File: src/rtl/alu_sequencer_pkg.sv
// Shared types and instruction field layout for the ALU sequencer and its datapath.
package alu_sequencer_pkg;

  typedef enum logic [1:0] {
    REG_READ  = 2'b00,
    REG_WRITE = 2'b01,
    ADD       = 2'b10
  } ALUOp;

  typedef enum logic [1:0] {
    SEQ_LOADI = 2'b00,
    SEQ_ADD   = 2'b01,
    SEQ_READ  = 2'b10,
    SEQ_NOP   = 2'b11
  } SeqKind;

  typedef enum logic [1:0] {
    S_IDLE,
    S_LOAD,
    S_ADD_WAIT,
    S_READ_WAIT
  } SeqState;

  localparam int INSTR_W  = 16;
  localparam int REG_AW   = 3;
  localparam int DATA_W   = 8;
  localparam int KIND_LSB = 14;
  localparam int RD_LSB   = 11;
  localparam int RA_LSB   = 8;
  localparam int RB_LSB   = 5;
  localparam int IMM_LSB  = 0;

  function automatic SeqKind instr_kind(input logic [INSTR_W-1:0] instr);
    return SeqKind'(instr[KIND_LSB +: 2]);
  endfunction

endpackage

File: src/rtl/alu_sequencer_seq_latency_counter.sv
// Down-counter timing the sequencer wait states: load on entry, decrement to zero.
module seq_latency_counter #(
  parameter int CNT_W = 2
) (
  input  logic             clk,
  input  logic             reset,
  input  logic             load,
  input  logic [CNT_W-1:0] load_val,
  input  logic             dec,
  output logic             zero
);

  logic [CNT_W-1:0] cnt_q, cnt_d;

  always_comb begin
    cnt_d = cnt_q;
    if (load)
      cnt_d = load_val;
    else if (dec && (cnt_q != '0))
      cnt_d = cnt_q - 1'b1;
  end

  always_ff @(posedge clk) begin
    if (reset)
      cnt_q <= '0;
    else
      cnt_q <= cnt_d;
  end

  assign zero = (cnt_q == '0);

endmodule

File: src/rtl/alu_sequencer.sv
// Micro-instruction front end for alu_registers; one instruction in flight, registered datapath controls.
// Optional ALU_SEQ_PERF_EN adds saturating accepted-instruction and stall counters.
module alu_sequencer
  import alu_sequencer_pkg::*;
#(
  parameter int ADD_LATENCY  = 2,
  parameter int READ_LATENCY = 1
) (
  input  logic               clk,
  input  logic               reset,
  input  logic               instr_valid,
  input  logic [INSTR_W-1:0] instr,
  output logic               instr_ready,
  output logic [REG_AW-1:0]  alu_addr_a,
  output logic [REG_AW-1:0]  alu_addr_b,
  output logic [REG_AW-1:0]  alu_addr_r,
  output logic [DATA_W-1:0]  alu_data_in,
  output ALUOp               alu_op,
  input  logic [DATA_W-1:0]  alu_data_out,
  output logic               rd_valid,
  output logic [DATA_W-1:0]  rd_data,
`ifdef ALU_SEQ_PERF_EN
  output logic [15:0]        perf_instr_cnt,
  output logic [15:0]        perf_stall_cnt,
`endif
  output logic               busy
);

  localparam int MAX_LAT = (ADD_LATENCY > READ_LATENCY) ? ADD_LATENCY : READ_LATENCY;
  localparam int CNT_W   = $clog2(MAX_LAT) + 1;
  localparam logic [CNT_W-1:0] ADD_LOAD  = CNT_W'(ADD_LATENCY - 1);
  localparam logic [CNT_W-1:0] READ_LOAD = CNT_W'(READ_LATENCY - 1);

  SeqState             state_q, state_d;
  logic                ready_q, ready_d;
  logic                busy_q, busy_d;
  logic [REG_AW-1:0]   addr_a_q, addr_a_d;
  logic [REG_AW-1:0]   addr_b_q, addr_b_d;
  logic [REG_AW-1:0]   addr_r_q, addr_r_d;
  logic [DATA_W-1:0]   data_in_q, data_in_d;
  ALUOp                op_q, op_d;
  logic                rd_valid_q, rd_valid_d;
  logic [DATA_W-1:0]   rd_data_q, rd_data_d;

  logic                cnt_load, cnt_dec, cnt_zero;
  logic [CNT_W-1:0]    cnt_load_val;

  logic                hs;
  SeqKind              kind;
  logic [REG_AW-1:0]   f_rd, f_ra, f_rb;
  logic [DATA_W-1:0]   f_imm;

  assign hs    = instr_valid && ready_q;
  assign kind  = instr_kind(instr);
  assign f_rd  = instr[RD_LSB  +: REG_AW];
  assign f_ra  = instr[RA_LSB  +: REG_AW];
  assign f_rb  = instr[RB_LSB  +: REG_AW];
  assign f_imm = instr[IMM_LSB +: DATA_W];

  seq_latency_counter #(.CNT_W(CNT_W)) u_lat_cnt (
    .clk      (clk),
    .reset    (reset),
    .load     (cnt_load),
    .load_val (cnt_load_val),
    .dec      (cnt_dec),
    .zero     (cnt_zero)
  );

  // Outputs default to the idle op (harmless read of r0) unless a state holds them.
  always_comb begin
    state_d      = state_q;
    addr_a_d     = '0;
    addr_b_d     = '0;
    addr_r_d     = '0;
    data_in_d    = '0;
    op_d         = REG_READ;
    rd_valid_d   = 1'b0;
    rd_data_d    = rd_data_q;
    cnt_load     = 1'b0;
    cnt_load_val = '0;
    cnt_dec      = 1'b0;
    case (state_q)
      S_IDLE: begin
        if (hs) begin
          case (kind)
            SEQ_LOADI: begin
              state_d   = S_LOAD;
              addr_a_d  = f_rd;
              data_in_d = f_imm;
              op_d      = REG_WRITE;
            end
            SEQ_ADD: begin
              state_d      = S_ADD_WAIT;
              addr_a_d     = f_ra;
              addr_b_d     = f_rb;
              addr_r_d     = f_rd;
              op_d         = ADD;
              cnt_load     = 1'b1;
              cnt_load_val = ADD_LOAD;
            end
            SEQ_READ: begin
              state_d      = S_READ_WAIT;
              addr_a_d     = f_ra;
              op_d         = REG_READ;
              cnt_load     = 1'b1;
              cnt_load_val = READ_LOAD;
            end
            default: ;
          endcase
        end
      end
      S_LOAD: state_d = S_IDLE;
      S_ADD_WAIT: begin
        if (cnt_zero) begin
          state_d = S_IDLE;
        end else begin
          addr_a_d = addr_a_q;
          addr_b_d = addr_b_q;
          addr_r_d = addr_r_q;
          op_d     = ADD;
          cnt_dec  = 1'b1;
        end
      end
      S_READ_WAIT: begin
        if (cnt_zero) begin
          state_d    = S_IDLE;
          rd_data_d  = alu_data_out;
          rd_valid_d = 1'b1;
        end else begin
          addr_a_d = addr_a_q;
          op_d     = REG_READ;
          cnt_dec  = 1'b1;
        end
      end
      default: state_d = S_IDLE;
    endcase
    ready_d = (state_d == S_IDLE);
    busy_d  = (state_d != S_IDLE);
  end

  always_ff @(posedge clk) begin
    if (reset) begin
      state_q    <= S_IDLE;
      ready_q    <= 1'b1;
      busy_q     <= 1'b0;
      addr_a_q   <= '0;
      addr_b_q   <= '0;
      addr_r_q   <= '0;
      data_in_q  <= '0;
      op_q       <= REG_READ;
      rd_valid_q <= 1'b0;
      rd_data_q  <= '0;
    end else begin
      state_q    <= state_d;
      ready_q    <= ready_d;
      busy_q     <= busy_d;
      addr_a_q   <= addr_a_d;
      addr_b_q   <= addr_b_d;
      addr_r_q   <= addr_r_d;
      data_in_q  <= data_in_d;
      op_q       <= op_d;
      rd_valid_q <= rd_valid_d;
      rd_data_q  <= rd_data_d;
    end
  end

`ifdef ALU_SEQ_PERF_EN
  logic [15:0] perf_instr_q, perf_instr_d;
  logic [15:0] perf_stall_q, perf_stall_d;

  function automatic logic [15:0] sat_inc(input logic [15:0] v, input logic en);
    return (en && (v != 16'hFFFF)) ? v + 16'd1 : v;
  endfunction

  always_comb begin
    perf_instr_d = sat_inc(perf_instr_q, hs && (kind != SEQ_NOP));
    perf_stall_d = sat_inc(perf_stall_q, instr_valid && !ready_q);
  end

  always_ff @(posedge clk) begin
    if (reset) begin
      perf_instr_q <= '0;
      perf_stall_q <= '0;
    end else begin
      perf_instr_q <= perf_instr_d;
      perf_stall_q <= perf_stall_d;
    end
  end

  assign perf_instr_cnt = perf_instr_q;
  assign perf_stall_cnt = perf_stall_q;
`endif

  assign instr_ready = ready_q;
  assign busy        = busy_q;
  assign alu_addr_a  = addr_a_q;
  assign alu_addr_b  = addr_b_q;
  assign alu_addr_r  = addr_r_q;
  assign alu_data_in = data_in_q;
  assign alu_op      = op_q;
  assign rd_valid    = rd_valid_q;
  assign rd_data     = rd_data_q;

endmodule
File: config.mk
export PLATFORM = sky130hd
export DESIGN_NAME = alu_sequencer
export DESIGN_NICKNAME = d
export VERILOG_FILES = /design/src/rtl/alu_sequencer_pkg.sv /design/src/rtl/alu_sequencer_seq_latency_counter.sv /design/src/rtl/alu_sequencer.sv
export SDC_FILE = /design/constraint.sdc
export NUM_CORES = 1
export LEC_CHECK = 0
export ABC_AREA = 1
export CORE_ASPECT_RATIO = 2
export CORE_MARGIN = 2
export CORE_UTILIZATION = 35
export CTS_BUF_LIST = sky130_fd_sc_hd__clkbuf_8
export CTS_CLUSTER_DIAMETER = 150
export DETAILED_ROUTE_END_ITERATION = 10
export GPL_TIMING_DRIVEN = 0
export PLACE_DENSITY = 0.67
export SYNTH_ARGS = -nofsm -noshare
export SYNTH_HDL_FRONTEND = slang
export SYNTH_HIERARCHICAL = 1
export SYNTH_SLANG_ARGS = --single-unit
File: constraint.sdc
create_clock -name clk -period 2 [get_ports clk]
set_input_delay 0.6 -clock clk [delete_from_list [all_inputs] [get_ports clk]]
set_output_delay 0.6 -clock clk [all_outputs]
set_load 0.02 [all_outputs]
# Yosys cells after proc, flatten, opt, wreduce, memory -nomap -nowiden
# Index checks and enable logic that the tools add are counted.
dict set report totals {
  wordCells 66
  in_bits 27
  regBits 34
  output_inout_bits 30
}
dict set report op_classes {
  n_eq_ne 7
  reduce_logical 14
  n_bitwise 4
  mux 29
  n_addsub 1
}
# cell count
set op_table {}
lappend op_table {{$pmux 3 s2} 4}
lappend op_table {{$mux 3} 6}
lappend op_table {{$mux 2} 6}
lappend op_table {{$pmux 2 s3} 2}
lappend op_table {{$mux 1} 9}
lappend op_table {{$logic_not 2->1} 4}
lappend op_table {{$pmux 2 s2} 2}
lappend op_table {{$eq 2x2->1 const B} 3}
lappend op_table {{$reduce_bool 2->1} 3}
lappend op_table {{$reduce_or 2->1} 3}
lappend op_table {{$eq 2x1->1 const B} 2}
lappend op_table {{$not 1->1} 4}
lappend op_table {{$reduce_or 4->1} 1}
lappend op_table {{$logic_and 1x1->1} 2}
lappend op_table {{$ne 2x1->1 const B} 1}
lappend op_table {{$ne 2x2->1 const B} 1}
lappend op_table {{$reduce_and 2->1} 1}
lappend op_table {{$sub 2x1->2 const B} 1}

# Longest topological paths before layout
dict set report logic_depth {
  word_depth 6
  depth_mapped 10
  ltp_nobuf 10
}

# Modules after synthesis
# Netlist, hierarchy kept.
# module cells_each instances area_per_inst_um2
set by_module_without_submodules {}
lappend by_module_without_submodules {alu_sequencer 159 1 1301.2}
lappend by_module_without_submodules {seq_latency_counter 25 1 140.1}

# Least setup slack after synthesis
# No wires, ideal clock.
dict set report synth_timing {
  path_kind {input port to flip-flop}
  startpoint {input port instr[14]}
  endpoint {register u_lat_cnt.cnt_q[1]}
  t_arrival_ns 1.499
  path_stages 9
  path_buffers 0
  setup_slack_ns 0.390
  path_cell_list {inv_1 > ha_1 > nand2_1 > nor2_1 > inv_2 > nand2_1 > inv_1 > nor2_1 > nor2_1}
}
dict set report synth_between {
  elab_chain_cells 6
}
# element line
set synth_rtl {}
lappend synth_rtl {{start: declaration} alu_sequencer.sv:12} ;# input logic [INSTR_W-1:0] instr,
lappend synth_rtl {{$eq 2x1->1 or $eq 2x2->1 (tied branches)} alu_sequencer.sv:85} ;# case (kind)
lappend synth_rtl {{$reduce_or 2->1 (no line) *} -}
lappend synth_rtl {{$mux 1 *} alu_sequencer.sv:85}
lappend synth_rtl {{$mux 1 *} alu_sequencer.sv:84} ;# if (hs) begin
lappend synth_rtl {{$mux 1 *} alu_sequencer.sv:82} ;# case (state_q)
lappend synth_rtl {{named net cnt_load} alu_sequencer.sv:45} ;# logic cnt_load, cnt_dec, cnt_zero;
lappend synth_rtl {{$mux 2 or $reduce_bool 2->1 (tied branches)} -}
lappend synth_rtl {{end signal: assignment} alu_sequencer_seq_latency_counter.sv:27} ;# cnt_q <= cnt_d;
lappend synth_rtl {{end: declaration} alu_sequencer_seq_latency_counter.sv:13} ;# logic [CNT_W-1:0] cnt_q, cnt_d;
# Mark *: on every way through the listed nets, which the timed path passes. The rest lies on a longest branch.
# A chain may end at the register's enable or synchronous reset.

# Worst setup path after layout
dict set report layout_timing {
  startpoint {input port instr[15]}
  endpoint {register u_lat_cnt.cnt_q[1]}
}
# Same word-level chain as after synthesis.

==> out/qor.yml <==
run_status:
  status: "completed"
synthesis:
  synth_ff_type: "dfxtp_1"
  netlist_area_sq_um: 1440
  synth_area_per_cell_sq_um: 7.83
  ys_seq_area_share_pct: 47.2
  async_reset_ff_share_pct: 0
  synthCells: 184
  yosysMostFrequentCell: "nand2_1"
  synth_seq_cells: 34
  synth_top_area_share_pct: 47.2
  synth_area_leaders: "dfxtp_1, nand2_1, inv_1, a21oi_1, ha_1"
  syn_nets: 216
  synth_cell_types: 22
  yosysTopAreaCell: "dfxtp_1"
  yosysWarningCount: 6
  synthTopCellsByCount: "nand2_1, dfxtp_1, inv_1, a21oi_1, nor2_1"
  synth_edf_count: 0
sta:
  skew_ps: 9.22
  rsz0062_at_grt: "false"
  setup_ws_ps: 108
  holdWs_ps: 450
  period_minus_slack_ps: 1890
  max_freq_ghz: 0.529
  hold_viol: 0
  finalCritPeriodShare_pct: 94.6
  finalSetupViolCount: 0
  maxSlewViolCount: 0
route:
  num_vias: 1316
  route.detailed.drc: 0
  postRouteWirelength_microns: 3200
  ant_nets: 0
  drtIter0Drc: 15
  vias_per_cell: 4.39
  dr.pass1.iters: 4
  wl_per_cell_microns: 10.7
place:
  placed_cell_area_sq_um: 2070
  pre_cts_ws_ps: -334
  place_congestion: 0.822
  portBuffers: 56
  dp_hpwl_microns: 2460
setup_path:
  cp_top_family: "buffers and inverters"
  worstPathRequired_ps: 2180
  worstPathMaxFanout: 4
  crit_arrival_ps: 2080
  cp_cell_sequence: "clkdlybuf4s50_1 -> inv_1 -> ha_4 -> nand2_1 -> nor2_4 -> inv_2 -> nand2_1 -> inv_1 -> nor2_1 -> nor2_1"
  cp-start-kind: "primary input"
  worstSetupPathType: "primary input to flip-flop"
  endpoint_kind: "flip-flop"
  cpMaxStageDelayCell: "clkdlybuf4s50_1"
  crit_buf_inv: 4
  crit_path_max_incr_delay_ps: 500
power_and_ir_drop:
  p_leak_nw: 0.930
  powerDensity_nw_per_um2: 710
  irDropWorstVdd_v: 0.000640
finish:
  antenna_cells: 0
  fin_area_sq_um: 2200
  nFillCells: 385
  final_net_count: 279
  multi_input_area_sq_um: 608
  drive_above_1_share_pct: 12.1
  syn_to_final_growth_pct: 52.3
  seq_area_sq_um: 681
global_route:
  grt_pass1_wl_microns: 5480
  busiest_layer: "met2"
  met1_usage_pct: 16.5
  grt_overflow_total: 0
  grt_pass1_vias: 1268
  use_met2_pct: 25.9
  grt_usage_pct: 15.2
  grt_max_degree: 11
  grt_antenna_before_repair: 0
  met3_usage_pct: 5.85
cts:
  cts.path.max_buffers: 2
  clkTransAtPathRegs_ps: 70
  post_cts_buffers: 0
  insertion_delay_ps: 290
  cts_tree: "yes"
  clock-root-buffer: "clkbuf_8"
  cts_hold_buf: 0
  htreeDepth: 2
  numCtsBuffers: 5
  clock_sink_count: 34
floorplan:
  die_w_microns: 49.4
  core-area_sq_um: 4010
  ioPinCount: 57
  num_rows: 33
  chipHeight_microns: 94.8
  start_util_pct: 36.0
  die-area_sq_um: 4680
hold_path:
  min_path_type: "flip-flop to flip-flop"
job:
  drv_cap: 0
==> metal layers <==
metal	up-vias	part of all wire, %	wire, microns
met5	-	0	0
met4	0	2.0	63
met3	6	7.8	250
met2	51	49	1560
met1	564	41	1330
li1	695	-	-
==> final timing paths <==
kind,startpoint,to,slack [ps],depth (start not counted)
worst max-delay path,instr[15],u_lat_cnt/cnt_q[1],110,10
worst min-delay path,rd_data[3],rd_data[3],450,2
worst max register to register,u_lat_cnt/cnt_q[0],u_lat_cnt/cnt_q[1],640,8
worst min register to register,rd_data[3],rd_data[3],450,2
==> layout make-up <==
cell class	instances	share of cell area (%)
plain buffers	4	1.37
clock buffers	5	3.13
clock inverters	3	1.71
inverters	38	6.50
multi-input cells	108	27.7
flip-flops and latches	34	31.0
well taps	52	2.96
repair buffers	56	25.6
==> timing repair <==
action                                  in CTS  in global routing
endpoints found under the setup margin       2                  2
resized for setup                            1                  4
gates cloned                                 0                  0
pin swaps                                    0                  1
==> flip-flops by register name (all words and copies together), names as in the netlist <==
name,cells
alu_addr_a,3
alu_addr_b,3
alu_addr_r,3
alu_data_in,8
alu_op,2
busy,1
instr_ready,1
rd_data,8
rd_valid,1
state_q,2
u_lat_cnt/cnt_q,2
==> worst reg2reg max path: cells and delay by family (launching register included) <==
| kind | cells | cell delay, ps |
|---|---|---|
| DFF | 1 | 340 |
| buffers and inverters | 2 | 100 |
| adders and majority gates | 1 | 290 |
| and+or+nand+nor | 5 | 530 |
==> power breakdown <==
part	internal, mW	leakage (nW)	switching (mW)
Sequential	0.698	0.276	0.0122
Combinational	0.118	0.594	0.131
Clock	0.362	0.0607	0.238
==> per-stage QoR <==
step / utilization (%) / std cells / setup TNS (ps) / total power, mW
after global routing: 54.8 / 300 / 0 / 1.64
after global placement: 51.6 / 292 / -677 / 0.964
after floorplan: - / 184 / 0 / 0.860
after detailed placement: 51.6 / 292 / -801 / 0.967
after CTS: 54.3 / 300 / 0 / 1.57
final: 54.8 / 300 / 0 / 1.56
==> logic make-up (layout without fill, tap and decap cells) <==
family,count (synthesis),after routing,share of synthesized area (%)
simple gates,74,74,26.0
buf+inv,42,106,12.0
flops,34,34,47.2
compound gates,28,28,10.2
fa+ha+maj,5,5,4.34
other cells,1,1,0.260
==> cell usage in the layout, fill, tap and decap left out, types with 2 or more instances in the layout <==
cell type	n
nor2_2	9
clkbuf_8	5
inv_2	4
nor2_4	3
dfxtp_1	34
a21oi_1	16
inv_1	35
nand4_1	6
o21ai_0	9
nand3_1	6
nand2_1	36
clkbuf_1	2
nor2_1	11
buf_6	2
clkdlybuf4s50_1	55
ha_1	4
(Power assumes the default switching activity.)
==> edit (config.mk and constraints unchanged) <==
Encoding of `SeqState`: now one-hot (4 bits for 4 states).
--- a/src/rtl/alu_sequencer_pkg.sv
+++ b/src/rtl/alu_sequencer_pkg.sv
@@ -14,11 +14,11 @@
     SEQ_NOP   = 2'b11
   } SeqKind;
 
-  typedef enum logic [1:0] {
-    S_IDLE,
-    S_LOAD,
-    S_ADD_WAIT,
-    S_READ_WAIT
+  typedef enum logic [3:0] {
+    S_IDLE      = 4'b0001,
+    S_LOAD      = 4'b0010,
+    S_ADD_WAIT  = 4'b0100,
+    S_READ_WAIT = 4'b1000
   } SeqState;
 
   localparam int INSTR_W  = 16;
Check against the original RTL: no difference found for any inputs over 10 cycles, from zero or initial values and one cycle with reset high; not proved beyond that.
==> edit against the original RTL <==
- first-iteration DRC count down 20%
- critical path depth unchanged
- worst setup slack worse by 7.9 ps
- register-to-register slack worse by 140 ps
- sequential power up 6.8%
- wire length up 12%
- sequential share of layout area up 0.62 points
- design area up 3.8%
- sequential cell count up 2
- synthesized area up 6.6%
- highest routed layer unchanged
- power up 1.4%
- clock power down 15%
==> edit: results (changes against the original RTL) <==
Vias post-DR: 1409 (+7.1%)
CTS H-Tree Depth: 2 (unchanged)
Setup Skew: 3.70 ps (-5.52 ps)
Synth Area in Adders: 0.0407 (-0.00269)
Setup Fix Bufs, Post-CTS: 0 (unchanged)
Comb pwr share: 0.198 (+0.038)
Lkg Pwr: 0.962 nW (+3.4%)
WL/cell: 11.2 µm (+4.7%)
Synth Area in Compound Gates: 0.115 (+0.0124)
Final HPWL DP: 2810 µm (+14%)
Global router's overall resource usage: 0.157 (+0.00432)
Crit. Startpoint: instr[14]
Final Wtd Congestion: 0.758 (-7.8%)
Worst-path clk slew: 60 ps
Vias in the first global route: 1309 (+3.2%)
Layout cells sized above 1: 0.102 (-0.0195)
Final worst slack: 100 ps (-7.85 ps)
Min-Delay Endpoint: rd_data[7]
Worst R2R End: u_lat_cnt/cnt_q[1]
WP data arrival: 2090 ps
Hold_sp: rd_data[7]
R2R setup slack: 500 ps (-140 ps)
DRT iter0 DRCs: 12 (-3)
Register area share after synthesis: 0.469 (-0.00317)
Area growth syn-to-layout: 48.4%
Outcome: completed
Clock share of power: 0.322 (-0.063)
Most common library cells after synthesis: 38 x nand2_1, 36 x dfxtp_1, 36 x inv_1, 22 x nor2_1, 19 x a21oi_1
Final-report setup violation count: 0 (unchanged)
Syn nets: 234 (+8.3%)
Area post-placement: 2160 µm² (+4.7%)
FILL cells: 425 (+10%)
Peak VDD IR: 462 µV (-28%)
Switching power: 425 µW (+11%)
Worst-Skew Late Latency: 290 ps (about the same)
Post-synth top area share: 0.469 (-0.00317)
Dpl ws: -306 ps (+28.4 ps)
Layout Nets: 297 (+6.5%)
Final hold slack: 446 ps (-3.66 ps)
Post-synthesis async set-or-reset flop share: 0 (unchanged)
Clk buf depth: 2 (unchanged)
Crit-path slowest cell: clkdlybuf4s50_1
Area contributors post-synth: dfxtp_1 47%, nand2_1 9.3%, inv_1 8.8%, a21oi_1 6.2%, nor2_1 5.4%
Root Buffer: clkbuf_8
First-pass GRT wire length: 5780 µm (+5.4%)
Netlist cell types: 21 (-4.5%)
Post-synthesis xor/xnor area fraction: 0 (unchanged)
CP max stage delay: 520 ps (+20 ps)
Worst r2r path cells: 10 (+2)
-- edit: area by class of cell --
| type | count | area share |
|---|---|---|
| Tap cell | 54 | 0.0296 |
| Multi-Input combinational cell | 124 | 0.293 |
| Timing Repair Buffer | 56 | 0.246 |
| Clock buffer | 6 | 0.0362 |
| Clock inverter | 2 | 0.00329 |
| Sequential cell | 36 | 0.316 |
| Inverter | 38 | 0.0626 |
| Buffer | 4 | 0.0132 |
-- edit: what timing repair did --
action	in CTS	in global routing
hold buffers	0	0
setup endpoints to repair	1	2
gates resized for setup	1	5
-- edit: layer usage --
layer	GRT usage	wire length, µm
met1	0.149	1260
met2	0.293	2090
met3	0.0354	136
met4	0.0873	86
met5	0	0
-- edit: through the flow --
| stage | cells | power [mW] |
|---|---|---|
| detailed placement | 312 | 1.08 |
| global route | 320 | 1.67 |
| finish | 320 | 1.58 |
| floorplan | 202 | 0.953 |
| global placement | 312 | 1.08 |
| CTS | 320 | 1.60 |
